<file path="src/rtl/regfile_vec_engine.sv">
`default_nettype none
// ============================================================================
// Module      : regfile_vec_engine
// Description : Vector copy/add engine driving an external register file.
//               Streams len elements at one element per cycle: the read of
//               element i+1 overlaps the write of element i.
//               Optional macro REGFILE_VEC_SATURATE_EN makes add results
//               clamp to 2^W-1 instead of wrapping modulo 2^W.
// Revision    : 1.0 - initial release
// ============================================================================
module regfile_vec_engine #(
    parameter int M = 4,    // address bits
    parameter int N = 16,   // number of words (2^M)
    parameter int W = 8     // bits per word
) (
    input  logic         clk,
    input  logic         reset,
    input  logic         start,
    input  logic         op,
    input  logic [M:0]   len,
    input  logic [M-1:0] src_a,
    input  logic [M-1:0] src_b,
    input  logic [M-1:0] dst,
    output logic         busy,
    output logic         done,
    output logic [M:0]   wr_count,
    output logic         rf_read_en_a,
    output logic         rf_read_en_b,
    output logic [M-1:0] rf_rd_addra,
    output logic [M-1:0] rf_rd_addrb,
    input  logic [W-1:0] rf_douta,
    input  logic [W-1:0] rf_doutb,
    output logic         rf_wr_enable,
    output logic [M-1:0] rf_wr_addr,
    output logic [W-1:0] rf_din
);

    typedef enum logic [1:0] {
        S_IDLE  = 2'd0,
        S_RUN   = 2'd1,
        S_FLUSH = 2'd2,
        S_DONE  = 2'd3
    } state_t;

    state_t       r_state;
    logic         r_op;
    logic [M:0]   r_len;
    logic [M:0]   r_idx;
    logic [M-1:0] r_dst;
    logic         r_busy;
    logic         r_done;
    logic [M:0]   r_wr_count;
    logic         r_read_en_a;
    logic         r_read_en_b;
    logic [M-1:0] r_rd_addra;
    logic [M-1:0] r_rd_addrb;
    logic         r_wr_enable;
    logic [M-1:0] r_wr_addr;
    logic [W-1:0] r_din;

    logic [M:0]   w_len;
    logic [M:0]   w_idx_nxt;
    logic         w_last;
    logic [W-1:0] w_add;
    logic [W-1:0] w_result;

    // Requests longer than the register file are clamped to one full pass
    assign w_len     = (len > (M+1)'(N)) ? (M+1)'(N) : len;
    assign w_idx_nxt = r_idx + 1'b1;
    assign w_last    = (w_idx_nxt == r_len);

`ifdef REGFILE_VEC_SATURATE_EN
    logic [W:0] w_sum;
    // Unsigned add with clamp on carry-out
    always_comb begin
        w_sum = {1'b0, rf_douta} + {1'b0, rf_doutb};
        w_add = w_sum[W] ? {W{1'b1}} : w_sum[W-1:0];
    end
`else
    // Unsigned add wrapping modulo 2^W
    always_comb begin
        w_add = rf_douta + rf_doutb;
    end
`endif

    assign w_result = r_op ? w_add : rf_douta;

    // Control FSM; every output is a register updated here
    always_ff @(posedge clk) begin
        if (reset) begin
            r_state     <= S_IDLE;
            r_op        <= 1'b0;
            r_len       <= '0;
            r_idx       <= '0;
            r_dst       <= '0;
            r_busy      <= 1'b0;
            r_done      <= 1'b0;
            r_wr_count  <= '0;
            r_read_en_a <= 1'b0;
            r_read_en_b <= 1'b0;
            r_rd_addra  <= '0;
            r_rd_addrb  <= '0;
            r_wr_enable <= 1'b0;
            r_wr_addr   <= '0;
            r_din       <= '0;
        end else begin
            case (r_state)
                S_IDLE: begin
                    r_done      <= 1'b0;
                    r_wr_enable <= 1'b0;
                    if (start) begin
                        r_op       <= op;
                        r_len      <= w_len;
                        r_dst      <= dst;
                        r_idx      <= '0;
                        r_wr_count <= '0;
                        r_busy     <= 1'b1;
                        r_rd_addra <= src_a;
                        r_rd_addrb <= src_b;
                        if (w_len == '0) begin
                            // Empty command still spends one cycle before
                            // DONE so latency stays len+2 for every len
                            r_state <= S_FLUSH;
                        end else begin
                            r_state     <= S_RUN;
                            r_read_en_a <= 1'b1;
                            r_read_en_b <= op;
                        end
                    end
                end
                S_RUN: begin
                    // Capture element r_idx and present its write next cycle
                    r_wr_enable <= 1'b1;
                    r_wr_addr   <= r_dst + r_idx[M-1:0];
                    r_din       <= w_result;
                    r_wr_count  <= r_wr_count + 1'b1;
                    if (w_last) begin
                        r_state     <= S_FLUSH;
                        r_read_en_a <= 1'b0;
                        r_read_en_b <= 1'b0;
                    end else begin
                        r_idx      <= w_idx_nxt;
                        r_rd_addra <= r_rd_addra + 1'b1;
                        r_rd_addrb <= r_rd_addrb + 1'b1;
                    end
                end
                S_FLUSH: begin
                    // The last write is on the bus during this cycle
                    r_wr_enable <= 1'b0;
                    r_busy      <= 1'b0;
                    r_done      <= 1'b1;
                    r_state     <= S_DONE;
                end
                S_DONE: begin
                    r_done  <= 1'b0;
                    r_state <= S_IDLE;
                end
                default: begin
                    r_state <= S_IDLE;
                end
            endcase
        end
    end

    assign busy         = r_busy;
    assign done         = r_done;
    assign wr_count     = r_wr_count;
    assign rf_read_en_a = r_read_en_a;
    assign rf_read_en_b = r_read_en_b;
    assign rf_rd_addra  = r_rd_addra;
    assign rf_rd_addrb  = r_rd_addrb;
    assign rf_wr_enable = r_wr_enable;
    assign rf_wr_addr   = r_wr_addr;
    assign rf_din       = r_din;

endmodule
`default_nettype wire

</file>
<file path="config.mk">
export PLATFORM = sky130hd
export DESIGN_NAME = regfile_vec_engine
export DESIGN_NICKNAME = d
export VERILOG_FILES = /design/src/rtl/regfile_vec_engine.sv
export SDC_FILE = /design/constraint.sdc
export NUM_CORES = 1
export LEC_CHECK = 0
export BUFFER_PORTS_ARGS = -buffer_cell sky130_fd_sc_hd__buf_2
export CAP_MARGIN = 25
export CELL_PAD_IN_SITES_DETAIL_PLACEMENT = 0
export CELL_PAD_IN_SITES_GLOBAL_PLACEMENT = 1
export CORE_UTILIZATION = 40
export CTS_BUF_LIST = sky130_fd_sc_hd__clkbuf_4
export CTS_CLUSTER_DIAMETER = 100
export CTS_CLUSTER_SIZE = 28
export DETAILED_ROUTE_END_ITERATION = 12
export GPL_TIMING_DRIVEN = 0
export PLACE_DENSITY_LB_ADDON = 0.1
export RECOVER_POWER = 100
export REMOVE_ABC_BUFFERS = 1
export SYNTH_ARGS = -nofsm -noshare
export SYNTH_HDL_FRONTEND = slang
export SYNTH_SLANG_ARGS = --single-unit
</file>
<file path="constraint.sdc">
create_clock -name clk -period 2.9 [get_ports clk]
set_input_delay 0.435 -clock clk [delete_from_list [all_inputs] [get_ports clk]]
set_output_delay 0.435 -clock clk [all_outputs]
set_load 0.005 [all_outputs]
</file>
==> results.json, run 1 <==
{
  "outcome": "finished with violations",
  "violations": "DRC",
  "fmax_mhz": 409,
  "worst_hold_path.endpoint": "r_dst[2]",
  "synthCells": 324,
  "critPathLaunchType": "flop",
  "drv_slew": 0,
  "avgViaCountPerCell": 5.34,
  "r2r_start": "r_state[1]",
  "skew_ns": 0.0222,
  "grt_max_degree": 44,
  "period_share": 0.843,
  "postLayoutCellArea_sq_um": 3100,
  "required_ns": 3.18,
  "synthDistinctLibCells": 48,
  "utilization": 0.483,
  "fin_setup_tns_ns": 0,
  "cts_sinks": 47,
  "start_util": 0.418,
  "nets": 441,
  "min_from": "dst[2]",
  "post-cts-setup-buffers": 0,
  "io_buffers": 66,
  "ant_nets": 0,
  "r2r_cells": 7,
  "worst_pin_slew_ns": 1.03,
  "synth.yosys.seq_area_share": 0.351,
  "ios": 67,
  "numCtsBuffers": 5,
  "avgSynthCellArea_sq_um": 8.28,
  "yosysTopAreaCell": "dfxtp_1",
  "synth_area_leaders": "dfxtp_1, ha_1, a21oi_1",
  "power_uw": 2540,
  "p_per_area_nw_per_um2": 819,
  "overflow": 0,
  "die_h_um": 83.9,
  "routed_wl_mm": 6.41,
  "ys_async_sr_fraction": 0,
  "leakagePower_uw": 0.00131,
  "synth_edf_count": 0,
  "synthFlopType": "dfxtp_1",
  "antenna_found_initial": 0,
  "min_path_type": "in2reg",
  "drt_iter0_markers": 78,
  "clk_latency_ns": 0.37,
  "clockBufferDepth": 2,
  "core_sq_um": 6420,
  "routabilityCongestion": 0.716,
  "grt_pass1_wl_mm": 10.8,
  "maxCapViolCount": 0,
  "cp_max_fo": 14,
  "antenna_cells": 0,
  "ys_ff_latch": 47,
  "n_fill_cell": 678,
  "r2r_end": "r_idx[4]",
  "die_w_um": 83.9,
  "std_cell_rows": 29,
  "period_needed_ns": 2.44,
  "syn2layout_area_growth_pct": 15.5,
  "cp.arrival_ns": 2.72,
  "grt_pass1_vias": 2335,
  "clk_pin_slew_worst_paths_ns": 0.16,
  "first_pass_iters": 8,
  "dp.cells": 453,
  "layout-drive-gt1-share": 0.174,
  "post-route-drc-count": 4,
  "clockRootBuffer": "clkbuf_4",
  "r2r_setup_slack_ns": 0.46,
  "htreeDepth": 2,
  "cp-end-kind": "flop",
  "crit_type": "reg2reg",
  "synth_top_area_frac": 0.351,
  "synth_area_sq_um": 2680,
  "hold_depth": 3,
  "relSlewSlack": 0.316,
  "grt_use_total": 0.189,
  "post_dp_cell_area_sq_um": 3080,
  "dieArea_sq_um": 7040,
  "yosysWarningCount": 0,
  "dp_hpwl_mm": 4.71,
  "wl_per_cell_um": 13.9,
  "vias": 2460,
  "setup_violations": 0,
  "fin_cells": 461,
  "ir_worst_vdd_mv": 0.279,
  "cts_tree": "built",
  "hold_viol": 0,
  "rsz0062_at_grt": "no"
}
[through the flow]
stage,setup slack (ns),hold WS [ns]
after CTS,0.0652,0.257
after global routing,0.168,0.250
after detailed placement,0.0195,0.463
after floorplan,0.353,0.434
final,0.456,0.274
after global placement,-0.697,0.452
[sequential cells by signal, indices dropped and copies added (netlist names)]
register,cells
wr_count,5
rf_rd_addra,4
rf_wr_addr,4
r_idx,5
rf_wr_enable,1
rf_rd_addrb,4
r_len,5
busy,1
rf_din,8
rf_read_en_a,1
rf_read_en_b,1
done,1
r_state,2
r_dst,4
r_op,1
[layout by cell type (no fill, tap or decap), types with 3 or more instances in the layout]
cell | synthesis | routed
dfxtp_1 | 47 | 47
o21ai_0 | 12 | 13
clkbuf_1 | 10 | 13
and2_1 | 3 | 3
nor3_1 | 5 | 5
nand3b_1 | 6 | 6
a211oi_1 | 11 | 11
nor2_1 | 40 | 40
clkbuf_4 | 0 | 5
mux2i_1 | 12 | 12
clkinvlp_4 | 0 | 3
a311oi_1 | 4 | 4
a211o_1 | 3 | 3
inv_1 | 12 | 12
or3_1 | 3 | 3
nand2_1 | 34 | 34
xor2_1 | 8 | 8
ha_1 | 19 | 18
buf_2 | 3 | 54
xnor2_1 | 9 | 9
nand2b_1 | 5 | 5
nand4_1 | 3 | 3
a21oi_1 | 32 | 32
nand3_1 | 9 | 9
nor2b_1 | 3 | 3
[metal layers]
| layer | share of wire | up-vias | global-route usage | routed length (um) |
|---|---|---|---|---|
| li1 | - | 1259 | - | - |
| met1 | 0.45 | 1138 | 0.233 | 2900 |
| met4 | 0.0092 | 0 | 0.0470 | 59 |
| met5 | 0 | - | 0 | 0 |
| met3 | 0.047 | 5 | 0.0425 | 304 |
| met2 | 0.49 | 58 | 0.331 | 3140 |
[report_power, final]
part           internal [uW]  switching, uW  leakage [uW]  total [uW]
sequential               825            156      0.000385         981
clock                   93.1            228     0.0000272         321
combinational            490            745      0.000902        1240
total                   1410           1130       0.00131        2540
[cells by family (layout without fill, tap and decap cells)]
| family | Yosys count | after routing | synth area share |
|---|---|---|---|
| buffers and inverters | 28 | 88 | 0.0406 |
| adder cells (fa/ha/maj) | 21 | 21 | 0.104 |
| multiplexers | 13 | 13 | 0.0490 |
| AND/OR/NAND/NOR | 117 | 117 | 0.204 |
| AO/OA/AOI/OAI | 81 | 81 | 0.197 |
| flip-flops | 47 | 47 | 0.351 |
| XOR/XNOR | 17 | 17 | 0.0555 |
[synthesized netlist by cell type (2+ instances only)]
master and n:
dfxtp_1 47, nor2_1 40, nand2_1 34, a21oi_1 32
ha_1 19, inv_1 12, mux2i_1 12, o21ai_0 12
a211oi_1 11, clkbuf_1 10, nand3_1 9, xnor2_1 9
xor2_1 8, nand3b_1 6, nand2b_1 5, nor3_1 5
a311oi_1 4, a211o_1 3, and2_1 3, buf_2 3
nand4_1 3, nor2b_1 3, or3_1 3, a21o_1 2
a22oi_1 2, buf_1 2, fa_1 2, nor3b_1 2
o31ai_1 2
[cell type report]
type                       instances  area [sq um]  share of cell area
multi-input combinational        249          1630               0.527
sequential                        47           941               0.304
timing repair buffer              67           319               0.103
tap                               77          96.3              0.0311
inverter                          13          52.6              0.0170
clock buffer                       5          37.5              0.0121
clock inverter                     3          20.0             0.00646
[worst max path at each step]
stage | endpoint | slack (ns) | cells past startpoint | start
global route | rf_din[7] | 0.17 | 7 | r_state[1]
finish | r_idx[4] | 0.46 | 7 | r_state[1]
global placement | r_idx[4] | -0.70 | 7 | r_state[1]
CTS | rf_rd_addra[0] | 0.07 | 7 | r_state[1]
floorplan | wr_count[3] | 0.35 | 7 | r_state[1]
detailed placement | r_idx[3] | 0.02 | 7 | r_state[0]
[critical path: stages, from the launching register on]
cell and delay (ns):
dfxtp_1 0.35, inv_1 0.12, ha_1 0.37, and2_2 0.40
a21oi_1 0.15, nor2_1 0.48, nor2_1 0.17, a211o_1 0.31
[timing repair]
| item | in CTS | in global routing |
|---|---|---|
| cloned | 0 | 0 |
| pin swaps | 0 | 0 |
| hold buffers | 0 | 0 |
| resized for setup | 1 | 3 |
| endpoints found under the setup margin | 1 | 15 |
No activity file was read; power rests on OpenSTA's default activity.
==> run 2, diff against run 1 <==
--- a/config.mk
+++ b/config.mk
@@ -9,7 +9,7 @@
 export CAP_MARGIN = 25
 export CELL_PAD_IN_SITES_DETAIL_PLACEMENT = 0
 export CELL_PAD_IN_SITES_GLOBAL_PLACEMENT = 1
-export CORE_UTILIZATION = 40
+export CORE_UTILIZATION = 36
 export CTS_BUF_LIST = sky130_fd_sc_hd__clkbuf_4
 export CTS_CLUSTER_DIAMETER = 100
 export CTS_CLUSTER_SIZE = 28
==> constraint.sdc (replaced) <==
create_clock -name clk -period 2.04 [get_ports clk]
set_input_delay 0.306 -clock clk [delete_from_list [all_inputs] [get_ports clk]]
set_output_delay 0.306 -clock clk [all_outputs]
set_load 0.005 [all_outputs]
==> run 2 against run 1 <==
Effect of this change:
- the run now ends clean
- register-to-register slack lost 0.40 ns
- final area grew 7.6%
- sequential cell count is the same
- clock-buffer cell count is the same
- fmax grew 23%
- sequential power grew 43%
- power grew 62%
- critical path depth grew 1
- clock power grew 77%
- clock skew shrank 0.0073 ns
- highest routed layer unchanged
==> results.json, run 2 (same netlist as run 1, synthesis figures left out) <==
{
  "outcome": "complete, no violations",
  "grt_pass1_vias": 2238,
  "crit_type": "reg2reg",
  "worst_hold_path.endpoint": "r_dst[2]",
  "fmax_mhz": 503,
  "r2r_setup_slack_ns": 0.05,
  "skew_ns": 0.0149,
  "ant_nets": 0,
  "critPathLaunchType": "flop",
  "utilization": 0.462,
  "slowest_stage": "dfxtp_4",
  "overflow": 0,
  "path_cells": "ha_4, o21ba_1, a32o_2, a211oi_4, buf_6, o21ai_4, or3_1, a21oi_1",
  "r2r_cells": 8,
  "ir_worst_vdd_mv": 0.362,
  "nets": 449,
  "rsz0062_at_grt": "yes",
  "r2r_end": "r_state[0]",
  "seqPwrFrac": 0.340,
  "cell_internal_pwr_uw": 2340,
  "min_from": "dst[2]",
  "period_share": 0.974,
  "power_frac_clock": 0.138,
  "maxCapViolCount": 0,
  "clockBufferDepth": 2,
  "required_ns": 2.35,
  "relSlewSlack": 0.435,
  "timing.hold.ws_ns": 0.149,
  "antenna_cells": 0,
  "switching_share": 0.430,
  "start_util": 0.372,
  "leakagePower_uw": 0.00138,
  "avgViaCountPerCell": 5.00,
  "routabilityCongestion": 0.734,
  "grt_max_degree": 44,
  "die_w_um": 88.3,
  "first_pass_iters": 4,
  "layout-drive-gt1-share": 0.222,
  "syn2layout_area_growth_pct": 24.3,
  "worst_pin_slew_ns": 0.847,
  "grt_use_total": 0.178,
  "power.switching_uw": 1770,
  "hold_viol": 0,
  "post-route-drc-count": 0,
  "grt_pass1_wl_mm": 10.6,
  "combPwrFrac": 0.521,
  "clk_pin_slew_worst_paths_ns": 0.15,
  "dieArea_sq_um": 7800,
  "pre_cts_slack_ns": -1.01,
  "vias": 2455,
  "max_stage_delay_ns": 0.39,
  "p_per_area_nw_per_um2": 1230,
  "ios": 67,
  "final_cell_mix": "buf_2, dfxtp_1, nor2_1",
  "htreeDepth": 2,
  "crit_path_start": "r_idx[0]",
  "drt_iter0_markers": 84,
  "wl_per_cell_um": 13.7,
  "cp-end-kind": "flop",
  "die_h_um": 88.3,
  "routed_wl_mm": 6.75,
  "postCtsHoldBufs": 0,
  "cp.arrival_ns": 2.29,
  "core_sq_um": 7210,
  "dp_hpwl_mm": 4.60,
  "setup_slack_ns": 0.0530,
  "numCtsBuffers": 5,
  "setup_violations": 0,
  "std_cell_rows": 31,
  "n_fill_cell": 779,
  "cts_tree": "built",
  "min_path_type": "in2reg",
  "io_buffers": 66,
  "cp_max_fo": 6,
  "antenna_found_initial": 0,
  "final_common_cell": "buf_2",
  "hold_depth": 3,
  "largest_reg_flops": 8,
  "drv_slew": 0,
  "cts_sinks": 47,
  "period_needed_ns": 1.99,
  "r2r_start": "r_idx[0]",
  "clockRootBuffer": "clkbuf_4",
  "clk_latency_ns": 0.37
}
-- run 2: cell types whose count changed in the layout (fill, tap and decap cells not counted), moves of 3 or more --
cell      before  now
buf_4          0    6
buf_2         54   47
clkbuf_1      13   19
ha_4           0    3
dfxtp_1       47   44
o21ai_0       13   10
-- run 2: metal layers --
| layer | up-vias | share of wire | GRT usage |
|---|---|---|---|
| li1 | 1275 | - | - |
| met4 | 0 | 0.011 | 0.0484 |
| met1 | 1127 | 0.48 | 0.228 |
| met3 | 6 | 0.040 | 0.0420 |
| met2 | 47 | 0.47 | 0.298 |
| met5 | - | 0 | 0 |
-- run 2: power by group through the flow --
stage | Sequential (uW) | Clock (uW) | Combinational, uW
2_1_floorplan | 1390 | 0 | 1200
3_5_place_dp | 1410 | 0 | 1800
3_3_place_gp | 1410 | 0 | 1780
6_report | 1400 | 569 | 2140
4_1_cts | 1400 | 592 | 2010
5_1_grt | 1440 | 634 | 2390
-- run 2: worst max-delay path, delay by kind of cell, from the launching register on --
kind / cells / cell delay (ns)
buffers and inverters: 1 / 0.19
AO/OA/AOI/OAI: 5 / 0.84
adder cells (fa/ha/maj): 1 / 0.18
flip-flops: 1 / 0.39
AND/OR/NAND/NOR: 1 / 0.32
-- run 2: per-stage QoR --
step	setup TNS (ns)	total power (uW)	instance area, sq um	std cells
after floorplan	-8.31	2590	2620	309
after global placement	-35.80	3190	3080	474
after detailed placement	-18.77	3210	3080	474
after CTS	-0.0270	4000	3250	486
after global routing	-0.0389	4460	3340	491
final	0	4110	3340	491
-- run 2: layout make-up --
cell class                 count  area, sq um  area share
multi-input combinational    249         1760       0.526
sequential                    47          947       0.284
timing repair buffer          75          375       0.113
tap                           99          124      0.0371
inverter                      13         57.6      0.0173
clock inverter                 3         38.8      0.0116
clock buffer                   5         37.5      0.0113
-- run 2: what timing repair did --
action | CTS | global route
gates resized for setup | 19 | 16
setup buffers | 4 | 5
endpoints found under the setup margin | 25 | 17
gates cloned | 0 | 0
pin swaps | 4 | 1
-- run 2: worst max path at each step --
| stage | depth (start not counted) | slack [ns] | endpoint |
|---|---|---|---|
| 2_1_floorplan | 7 | -0.51 | wr_count[3] |
| 4_1_cts | 7 | -0.02 | rf_rd_addrb[0] |
| 3_5_place_dp | 7 | -1.01 | r_idx[4] |
| 3_3_place_gp | 7 | -1.72 | r_idx[4] |
| 6_report | 8 | 0.05 | r_state[0] |
| 5_1_grt | 8 | -0.02 | r_state[0] |
==> run 3, diff against run 2 <==
--- a/config.mk
+++ b/config.mk
@@ -5,11 +5,12 @@
 export SDC_FILE = /design/constraint.sdc
 export NUM_CORES = 1
 export LEC_CHECK = 0
+export ABC_AREA = 1
 export BUFFER_PORTS_ARGS = -buffer_cell sky130_fd_sc_hd__buf_2
 export CAP_MARGIN = 25
 export CELL_PAD_IN_SITES_DETAIL_PLACEMENT = 0
 export CELL_PAD_IN_SITES_GLOBAL_PLACEMENT = 1
-export CORE_UTILIZATION = 36
+export CORE_UTILIZATION = 39
 export CTS_BUF_LIST = sky130_fd_sc_hd__clkbuf_4
 export CTS_CLUSTER_DIAMETER = 100
 export CTS_CLUSTER_SIZE = 28
==> constraint.sdc (replaced) <==
create_clock -name clk -period 2.15 [get_ports clk]
set_input_delay 0.3225 -clock clk [delete_from_list [all_inputs] [get_ports clk]]
set_output_delay 0.3225 -clock clk [all_outputs]
set_load 0.005 [all_outputs]
==> run 3 against run 2 <==
Effect of this change:
- utilization increased by 2.5 points
- sequential share of layout area increased by 1.2 points
- clock skew increased by 0.0019 ns
- wire length decreased by 0.15%
- largest power group unchanged
- register-to-register slack improved by 0.19 ns
==> results.json, run 3 <==
{
  "outcome": "complete, no violations",
  "clockBufferDepth": 2,
  "cp.arrival_ns": 2.23,
  "die_h_um": 85.3,
  "hold_viol": 0,
  "synthCells": 374,
  "max_stage_delay_ns": 0.49,
  "relSlewSlack": 0.495,
  "path_cells": "ha_1, inv_1, nand2_1, nand3_1, nand2_1, nand2_1, nor2_2, nand3_4, nand2_8, nand2_4, nand2_1, nand2_1, nor2_1",
  "multiInputGateArea_sq_um": 1560,
  "routed_wl_mm": 6.74,
  "drv_slew": 0,
  "core_sq_um": 6530,
  "n_fill_cell": 705,
  "min_path_type": "in2reg",
  "synth_top_area_frac": 0.348,
  "grt_pass1_vias": 2385,
  "fmax_mhz": 525,
  "synth.yosys.seq_area_share": 0.348,
  "clk_latency_ns": 0.39,
  "std_cell_rows": 29,
  "cp_max_fo": 12,
  "crit_type": "reg2reg",
  "pre_cts_slack_ns": -1.14,
  "first_pass_iters": 4,
  "layout-drive-gt1-share": 0.193,
  "ant_nets": 0,
  "io_buffers": 66,
  "overflow": 0,
  "p_per_area_nw_per_um2": 1060,
  "htreeDepth": 2,
  "final_cell_mix": "nand2_1, buf_2, dfxtp_1",
  "avgViaCountPerCell": 5.07,
  "ys_ff_latch": 47,
  "slowest_stage": "dfxtp_1",
  "dp_hpwl_mm": 4.68,
  "yosysTopAreaCell": "dfxtp_1",
  "crit_family": "simple AND/OR/NAND/NOR gates",
  "fin_cells": 517,
  "dieArea_sq_um": 7280,
  "ys_async_sr_fraction": 0,
  "die_w_um": 85.3,
  "antenna_found_initial": 0,
  "setup_slack_ns": 0.245,
  "utilization": 0.487,
  "ios": 67,
  "syn2layout_area_growth_pct": 17.6,
  "postCtsHoldBufs": 0,
  "cp_common_cell": "nand2_1",
  "timing.hold.ws_ns": 0.180,
  "crit_buf_inv": 1,
  "drt_iter0_markers": 71,
  "period_needed_ns": 1.90,
  "skew_ns": 0.0169,
  "post-route-drc-count": 0,
  "start_util": 0.414,
  "seq_area_sq_um": 941,
  "setup_violations": 0,
  "yosysWarningCount": 0,
  "r2r_setup_slack_ns": 0.25,
  "synthDistinctLibCells": 36,
  "synth_edf_count": 0,
  "ys_top_cells_by_count": "nand2_1, dfxtp_1, a21oi_1, nor2_1, inv_1",
  "avgSynthCellArea_sq_um": 7.24,
  "cts_tree": "built",
  "synth_area_sq_um": 2710,
  "antenna_cells": 0,
  "ir_worst_vdd_mv": 0.798,
  "worst_pin_slew_ns": 0.758,
  "critPathLaunchType": "flop",
  "rsz0062_at_grt": "no",
  "grt_pass1_wl_mm": 10.9,
  "synth_area_leaders": "dfxtp_1, nand2_1, ha_1",
  "clk_pin_slew_worst_paths_ns": 0.16,
  "fin_setup_tns_ns": 0,
  "leakagePower_uw": 0.00152,
  "routabilityCongestion": 0.800,
  "cts_sinks": 47,
  "final_common_cell": "nand2_1",
  "largest_reg_flops": 8,
  "required_ns": 2.47,
  "synthFlopType": "dfxtp_1",
  "vias": 2623,
  "synth.most_common_cell": "nand2_1",
  "grt_use_total": 0.189,
  "maxCapViolCount": 0,
  "grt_max_degree": 28,
  "period_share": 0.886,
  "cp-end-kind": "flop",
  "dp.cells": 502,
  "clockRootBuffer": "clkbuf_4",
  "numCtsBuffers": 5,
  "nets": 497,
  "wl_per_cell_um": 13.0
}
## run 3: worst paths after layout
| path | start | to | depth (start not counted) |
|---|---|---|---|
| setup / recovery | r_idx[0] | rf_rd_addra[2] | 13 |
| hold / removal | dst[0] | r_dst[0] | 3 |
| setup reg to reg | r_idx[0] | rf_rd_addra[2] | 13 |
| hold reg to reg | done | done | 2 |
## run 3: where the power goes
| group | leakage (uW) | total [uW] | switching, uW | internal [uW] |
|---|---|---|---|---|
| Sequential | 0.000386 | 1300 | 192 | 1110 |
| Combinational | 0.00111 | 1640 | 977 | 659 |
| Clock | 0.0000272 | 438 | 313 | 125 |
| Total | 0.00152 | 3370 | 1480 | 1890 |
## run 3: kinds of logic after synthesis
kind of cell / share of synthesized area
AOI/OAI and AO/OA: 0.167
xor gates and xnor gates: 0.0227
buffers and inverters: 0.0818
adders and majority gates: 0.103
and+or+nand+nor: 0.271
muxes: 0.00740
DFF: 0.348
## run 3: timing repair
item	4_1_cts	5_1_grt
setup buffers	5	1
pin swaps	1	0
resized for setup	3	1
cloned	1	0
setup endpoints to repair	27	1
## run 3: area by class of cell
cell class | count | share of cell area
clock inverters | 3 | 0.00629
flip-flops and latches | 47 | 0.296
multi-input cells | 273 | 0.491
repair inverters | 1 | 0.00157
clock buffers | 5 | 0.0118
inverters | 39 | 0.0472
repair buffers | 72 | 0.117
well taps | 77 | 0.0303
## run 3: per-layer routing
metal / vias to the layer above / wire, um / GRT usage
met5: - / 0 / 0
met4: 0 / 79 / 0.0621
met3: 7 / 355 / 0.0409
met2: 60 / 3010 / 0.301
met1: 1181 / 3290 / 0.257
li1: 1375 / - / -
## run 3: worst min-delay path: cells and delay by family
kind	cells	cell delay [ns]
AO/OA/AOI/OAI	1	0.08
buffers and inverters	1	0.07
AND/OR/NAND/NOR	1	0.08
## run 3: per-stage QoR
stage | power, uW | cell area, sq um
3_5_place_dp | 2830 | 3060
3_3_place_gp | 2800 | 3060
5_1_grt | 3670 | 3180
4_1_cts | 3390 | 3190
2_1_floorplan | 2310 | 2630
6_report | 3370 | 3180
